===== config.mk =====
export PLATFORM = sky130hd
export DESIGN_NAME = ps2_host_tx
export DESIGN_NICKNAME = d
export VERILOG_FILES = /design/src/rtl/ps2_host_tx.sv
export SDC_FILE = /design/constraint.sdc
export NUM_CORES = 1
export LEC_CHECK = 0
export CORE_ASPECT_RATIO = 1.25
export CORE_UTILIZATION = 58
export DETAILED_ROUTE_END_ITERATION = 6
export PLACE_DENSITY_LB_ADDON = 0.1
export SKIP_LAST_GASP = 1
export SYNTH_ARGS = -nofsm -noshare
export SYNTH_HDL_FRONTEND = slang
export SYNTH_SLANG_ARGS = --single-unit

===== constraint.sdc =====
create_clock -name i_clk -period 1.9 [get_ports i_clk]
set_input_delay 0.19 -clock i_clk [delete_from_list [all_inputs] [get_ports i_clk]]
set_output_delay 0.19 -clock i_clk [all_outputs]
set_load 0.02 [all_outputs]

===== src/rtl/ps2_host_tx.sv =====
// rtl/ps2_host_tx.sv - PS/2 host-to-device command byte transmitter
// Inhibits the bus, issues a request-to-send, then clocks out an odd-parity frame on device clock falls.
module ps2_host_tx #(
    parameter int INHIBIT_CYCLES = 5000,
    parameter int TIMEOUT_CYCLES = 750000,
    parameter int SYNC_STAGES    = 2
) (
    input  logic       i_clk,
    input  logic       i_rst,
    input  logic [7:0] i_tx_data,
    input  logic       i_tx_start,
    output logic       o_tx_busy,
    output logic       o_tx_done,
    output logic       o_ack_ok,
    output logic       o_tx_error,
    input  logic       i_ps2_clk_in,
    input  logic       i_ps2_data_in,
    output logic       o_ps2_clk_drive_low,
    output logic       o_ps2_data_drive_low
);
    localparam int CNT_MAX = (TIMEOUT_CYCLES > INHIBIT_CYCLES) ? TIMEOUT_CYCLES : INHIBIT_CYCLES;
    localparam int CNT_W   = $clog2(CNT_MAX + 1);
    localparam logic [CNT_W-1:0] INH_LAST = CNT_W'(INHIBIT_CYCLES - 1);
    localparam logic [CNT_W-1:0] TO_LAST  = CNT_W'(TIMEOUT_CYCLES - 1);

    typedef enum logic [2:0] {
        S_IDLE,
        S_INHIBIT,
        S_REQ,
        S_SEND,
        S_ACK,
        S_WAIT_IDLE
    } state_t;

    state_t r_state;
    state_t w_next;

    logic [SYNC_STAGES-1:0] r_clk_sync;
    logic [SYNC_STAGES-1:0] r_data_sync;
    logic                   r_clk_prev;
    logic [7:0]             r_data;
    logic [3:0]             r_bit_idx;
    logic [CNT_W-1:0]       r_cnt;
    logic                   r_clk_low;
    logic                   r_data_low;
    logic                   r_tx_done;
    logic                   r_tx_error;
    logic                   r_ack_ok;

    logic       w_clk_s;
    logic       w_data_s;
    logic       w_fall;
    logic       w_line_idle;
    logic       w_counting;
    logic       w_timeout;
    logic       w_accept;
    logic [9:0] w_frame;

    assign w_clk_s     = r_clk_sync[SYNC_STAGES-1];
    assign w_data_s    = r_data_sync[SYNC_STAGES-1];
    assign w_fall      = r_clk_prev & ~w_clk_s;
    assign w_line_idle = w_clk_s & w_data_s;
    assign w_frame     = {1'b1, ~^r_data, r_data};
    // A request arriving in the done cycle is dropped so the receiver sees at least one idle cycle.
    assign w_accept    = (r_state == S_IDLE) && i_tx_start && !r_tx_done;
    assign w_counting  = (r_state == S_SEND) || (r_state == S_ACK) || (r_state == S_WAIT_IDLE);
    assign w_timeout   = w_counting && !w_fall && (r_cnt == TO_LAST);

    assign o_tx_busy            = (r_state != S_IDLE);
    assign o_tx_done            = r_tx_done;
    assign o_tx_error           = r_tx_error;
    assign o_ack_ok             = r_ack_ok;
    assign o_ps2_clk_drive_low  = r_clk_low;
    assign o_ps2_data_drive_low = r_data_low;

    always_ff @(posedge i_clk) begin
        if (i_rst) begin
            r_state <= S_IDLE;
        end else begin
            r_state <= w_next;
        end
    end

    always_comb begin
        w_next = r_state;
        case (r_state)
            S_IDLE:      if (w_accept) w_next = S_INHIBIT;
            S_INHIBIT:   if (r_cnt == INH_LAST) w_next = S_REQ;
            S_REQ:       w_next = S_SEND;
            S_SEND: begin
                if (w_timeout) w_next = S_IDLE;
                else if (w_fall && (r_bit_idx == 4'd9)) w_next = S_ACK;
            end
            S_ACK: begin
                if (w_timeout) w_next = S_IDLE;
                else if (w_fall) w_next = S_WAIT_IDLE;
            end
            S_WAIT_IDLE: if (w_line_idle || w_timeout) w_next = S_IDLE;
            default:     w_next = S_IDLE;
        endcase
    end

    always_ff @(posedge i_clk) begin
        if (i_rst) begin
            r_clk_sync  <= '1;
            r_data_sync <= '1;
            r_clk_prev  <= 1'b1;
            r_data      <= '0;
            r_bit_idx   <= '0;
            r_cnt       <= '0;
            r_clk_low   <= 1'b0;
            r_data_low  <= 1'b0;
            r_tx_done   <= 1'b0;
            r_tx_error  <= 1'b0;
            r_ack_ok    <= 1'b0;
        end else begin
            r_clk_sync  <= {r_clk_sync[SYNC_STAGES-2:0], i_ps2_clk_in};
            r_data_sync <= {r_data_sync[SYNC_STAGES-2:0], i_ps2_data_in};
            r_clk_prev  <= w_clk_s;
            r_tx_done   <= 1'b0;
            r_tx_error  <= 1'b0;
            case (r_state)
                S_IDLE: begin
                    if (w_accept) begin
                        r_data    <= i_tx_data;
                        r_cnt     <= '0;
                        r_clk_low <= 1'b1;
                        r_ack_ok  <= 1'b0;
                    end
                end
                S_INHIBIT: begin
                    r_cnt <= r_cnt + 1'b1;
                    if (r_cnt == INH_LAST) begin
                        r_cnt      <= '0;
                        r_data_low <= 1'b1;
                    end
                end
                S_REQ: begin
                    r_clk_low <= 1'b0;
                    r_bit_idx <= '0;
                    r_cnt     <= r_cnt + 1'b1;
                end
                S_SEND, S_ACK, S_WAIT_IDLE: begin
                    if ((r_state == S_WAIT_IDLE) && w_line_idle) begin
                        r_tx_done <= 1'b1;
                    end else if (w_timeout) begin
                        r_clk_low  <= 1'b0;
                        r_data_low <= 1'b0;
                        r_tx_error <= 1'b1;
                    end else if (w_fall) begin
                        r_cnt <= '0;
                        if (r_state == S_SEND) begin
                            r_data_low <= ~w_frame[r_bit_idx];
                            r_bit_idx  <= r_bit_idx + 1'b1;
                        end
                        if (r_state == S_ACK) r_ack_ok <= ~w_data_s;
                    end else begin
                        r_cnt <= r_cnt + 1'b1;
                    end
                end
                default: ;
            endcase
        end
    end
endmodule


; Word-level counts from Yosys, hierarchy flattened
; Index checks and enable logic that the tools add are counted.
; Widths: inputs -> output; s select.
[classes]
addsub = 2
magnitude_cmp = 1
n_eq_ne = 21
mux = 39
n_bitwise = 6
reduce_logical = 29
[op_table]
columns = operator, n
row1 = $mux 20, 5
row2 = $pmux 20 s4, 1
row3 = $mux 3, 7
row4 = $add 20x1->20 const B, 1
row5 = $eq 20x13->1 const B, 1
row6 = $eq 20x20->1 const B, 1
row7 = $pmux 3 s6, 1
row8 = $mux 1, 16
row9 = $mux 4, 4
row10 = $ne 2x2->1 const B, 8
row11 = $reduce_and 5->1, 3
row12 = $ne 3x3->1 const B, 4
row13 = $pmux 4 s2, 1
row14 = $reduce_and 4->1, 2
row15 = $reduce_xnor 8->1, 1
row16 = $eq 3x2->1 const B, 2
row17 = $eq 3x3->1 const B, 2
row18 = $logic_and 1x1->1, 6
row19 = $reduce_and 6->1, 1
row20 = $reduce_bool 2->1, 3
row21 = $reduce_bool 3->1, 2
row22 = $reduce_or 3->1, 2
row23 = $lt 4x5->1 const B, 1
row24 = $add 4x1->4 const B, 1
row25 = 14 further kinds, 22
[totals]
ff_bits = 45
in_bits = 13
out_inout_bits = 6

; Logic depth before layout (Yosys ltp)
; Gate-level depths: netlist (run 1).
[logic_depth]
ltp_word = 9
ltp_mapped = 7

; Least setup slack after synthesis (run 1)
; OpenSTA, ideal clock, no wires.
[synth_timing]
path_type = reg2reg
from = reg r_state[1]
to = reg r_cnt[17]
setup_ns = 0.115
t_arrival_ns = 1.543
required_ns = 1.785
slack_ns = 0.242
stages_incl_launch_ff = 8
n_path_buf = 2
period_less_slack_ns = 1.658
path_cell_list = dfxtp_1 > buf_6 > or3_4 > o221a_4 > buf_6 > nand4_1 > xor2_1 > nor2_2
[synth_between]
elab_chain_len = 7
word_cells_on_any_way = 20
cone_classes = 8 x eq/ne / 1 x mux / 11 x reduce/logical
[synth_lines]
columns = item, line
row1 = from (decl), 35  ; state_t r_state;
row2 = from (signal assigned), 80  ; r_state <= w_next;
row3 = $eq 3x2->1 / $eq 3x3->1 (equally long branches), "66, 122"
row4 = $logic_or 1x1->1 (2 in a row), 66  ; assign w_counting = (r_state == S_SEND) || (r_state == S_ACK) || (r_state == S_WAIT_IDLE);
row5 = $logic_and 1x1->1 (2 in a row), 67  ; assign w_timeout = w_counting && !w_fall && (r_cnt == TO_LAST);
row6 = $ne 2x2->1 (no source line), -
row7 = $reduce_and 4->1 (no source line), -
row8 = to (signal assigned), 132  ; r_cnt <= r_cnt + 1'b1;
row9 = to (signal assigned), 141  ; r_cnt <= r_cnt + 1'b1;
row10 = to (signal assigned), 158  ; r_cnt <= r_cnt + 1'b1;
row11 = to (decl), 43  ; logic [CNT_W-1:0] r_cnt;
; Several ways; a longest one is shown, not always the timed one.
; A chain may end at the register's enable or synchronous reset.

; Worst setup path in the final report (run 1)
[layout_timing]
from = reg r_state[2]
to = out o_tx_busy
[layout_between]
elab_chain_len = 1
[layout_lines]
columns = item, line
row1 = $reduce_bool 3->1, 69  ; assign o_tx_busy = (r_state != S_IDLE);
row2 = to (decl), 12  ; output logic o_tx_busy,
; Every way passes these cells.

==> run metrics, run 1 <==
setup slack, reg-to-reg=0.08 ns; maximum clock rate=548.1 MHz; number of port buffers=18; CTS tree=built; Core Region=3879 sq um; io pins=19; R2R cell count=6; worst hold slack=0.4129 ns; DP Cell Count=338; first-pass GRT wire length=approximately 8500 um; Tot GR Track Use=25.42%; top cells by area, synth=dfxtp_1 (37%), mux2i_1 (5.0%), nor2_2 (4.2%); share of layout cells above drive strength 1=26.10%; post-DP HPWL=3484 um; Antenna Cells=0; Net count, final=310; Hold EP=r_data_sync[1]; count of pins over their slew limit=0; Distinct cells, synth=54; initial antenna violation count=0; register bit total from synthesis=45; Final Hold Viols=0; CTS Buf Count=5; commonest cells in the netlist=dfxtp_1 (45), nor2_1 (25), nor2_2 (16), mux2i_1 (12), nand3_1 (12); total die area=4412 sq um; most common cell in the netlist=dfxtp_1; total of max-cap violations=0; gpl congestion=0.8824; clock buffer depth=2; Mapped Nets=279; Area Growth Syn to Fin=21.22%; Clock Skew=0.005860 ns; Syn Std Cell Area=2406 sq um; DRT met1 WL=2121 um; Initial DRC Count=161; Design Area, Final=2917 sq um; Worst Hold Depth=1; placed inst area=2704 sq um; RSZ-0062 raised after global routing=false; ys flop type=dfxtp_1; WP data required=1.71 ns; met2 WL post-DR=2811 um; post-route insts no fill=349; Tightest Pin Transition=0.4059 ns; Period Utilization, post-route=96.02%; WP data arrival=1.63 ns; clk slew on worst S/H paths=0.08 ns; Clock Tree Root=clkbuf_8; leading area contributor after synthesis=dfxtp_1; post-synth top area share=37.44%; initial core utilization=~62%; EDFF count, synth=0; Worst Setup End Kind=output pin; Setup-failing EPs final=0; clk_lat worst skew=0.30 ns; Remaining DRCs=0; # H-tree levels=2; GR Overflow Total=0; Final ANT Viol Nets=0; Die H=74.01 um; vias in the first global route=1901; Avg Inst Size Synth=9.149 sq um; Yosys Warn Count=0; startpoint of the worst-slack reg-to-reg timing path=r_state[2]; Final Routed Wirelength=5184 um; Die Wd=59.61 um; Layout Utilization=75.19%; Leak=1.067 nW; max_slew headroom=72.94%; row cnt=25; Synth async-reset ratio=0%; Max Used Layer=met4; register area share after synthesis=~37%; clock sink total=45; wire per inst=14.85 um; cell count after synthesis=263; hold_sp=r_data_sync[0]; largest net degree at the start of global routing=23; hold crit path type=flop to flop; crit start category=flop; P per Cell Area=about 1000 nW/um^2; worst reg2reg endpoint=r_cnt[0]; WS Path Type=flop to output pin; DR pass1 iterations=4; WL met3=150 um; routed vias/inst=5.731; status=complete, no violations; min Tclk post-route=1.824 ns; Setup TNS=0 ns; Worst VDD drop=0.0007075 V; critical path fanouts, max=7; vias=2000
[layout make-up]
type / instances / area [sq um]
timing repair buffer: 37 / 356.6
clock inverter: 1 / 30.03
sequential: 45 / 904.6
clock buffer: 7 / 86.33
tap: 54 / 67.56
fill: 304 / 962.2
multi-input combinational: 197 / 1441
inverter: 8 / 30.03
[per-stage QoR]
step           setup WS, ns  total power, mW
5_1_grt             0.02106            3.186
2_1_floorplan        0.2424            1.866
3_5_place_dp        0.02546            2.132
6_report            0.07566            3.039
3_3_place_gp        0.03422            2.121
4_1_cts             0.04372            2.905
[sequential cells by signal, indices dropped and copies added, names as in the netlist]
register and count:
r_cnt 20, o_tx_error 1, o_ps2_data_drive_low 1, r_data 8
r_state 3, o_ack_ok 1, r_bit_idx 4, r_clk_sync 2
r_clk_prev 1, r_data_sync 2, o_tx_done 1, o_ps2_clk_drive_low 1
[repair_timing]
action / 4_1_cts / 5_1_grt
setup endpoints to repair: 0 / 8
setup buffers: 0 / 1
hold buffers: 0 / 0
resized for setup: 0 / 11
[metal layers]
metal  vias to the layer above  GRT usage (%)
li1                        988              -
met3                         9          5.043
met1                       966          29.63
met4                         0          11.37
met2                        37          44.69
met5                         -              0
[cells in the final DEF, fill, tap and decap left out, drive strengths merged, types with 2 or more instances in the layout]
cell type / n
a21oi: 14
a31oi: 5
and2: 4
and3: 4
and4: 2
buf: 18
clkbuf: 8
clkdlybuf4s50: 18
dfxtp: 45
ha: 3
inv: 8
mux2i: 12
nand2: 11
nand2b: 4
nand3: 15
nand3b: 3
nand4: 8
nand4b: 3
nor2: 41
nor2b: 4
nor3: 5
nor4: 4
o21ai: 8
o22ai: 3
or2: 5
or3: 3
or4: 2
xnor2: 11
xor2: 11
[power by group]
group	switching, mW	internal, mW
registers	0.0990	1.04
logic	0.586	0.567
clock network	0.322	0.429
total	1.01	2.03
[worst max path at each step]
| stage | from | endpoint | slack (ns) | depth (start not counted) |
|---|---|---|---|---|
| 5_1_grt | r_state[0] | r_cnt[0] | 0.02 | 7 |
| 4_1_cts | r_state[0] | o_tx_busy | 0.04 | 2 |
| 2_1_floorplan | r_state[1] | r_cnt[17] | 0.24 | 7 |
| 3_5_place_dp | i_tx_start | r_cnt[6] | 0.03 | 7 |
| 3_3_place_gp | i_tx_start | r_cnt[12] | 0.03 | 7 |
| 6_report | r_state[2] | o_tx_busy | 0.08 | 2 |
[worst max-delay path: stages, from the launching register on]
cell,delay (ns)
dfxtp_1,0.37
or3_4,0.42
clkdlybuf4s50_1,0.55
[cell families after synthesis]
logic type / Yosys count / share of synthesized area (%)
AND/OR/NAND/NOR: 120 / 29.59
flip-flops: 45 / 37.44
AO/OA/AOI/OAI: 39 / 12.79
XOR/XNOR: 22 / 8.008
buffers and inverters: 21 / 4.680
multiplexers: 13 / 5.928
adder cells (fa/ha/maj): 3 / 1.560
Power figures use the tool's default switching activity.
==> run 2, diff against run 1 <==
- SKIP_CTS_REPAIR_TIMING: unset -> 1
==> results of run 2 <==
The final DEF is identical to that of run 1; final timing and power are the same.
==> run 3, diff against run 2 <==
- HOLD_SLACK_MARGIN: unset -> 0.06
==> results of run 3 <==
The final DEF is identical to that of run 1; final timing and power are the same.
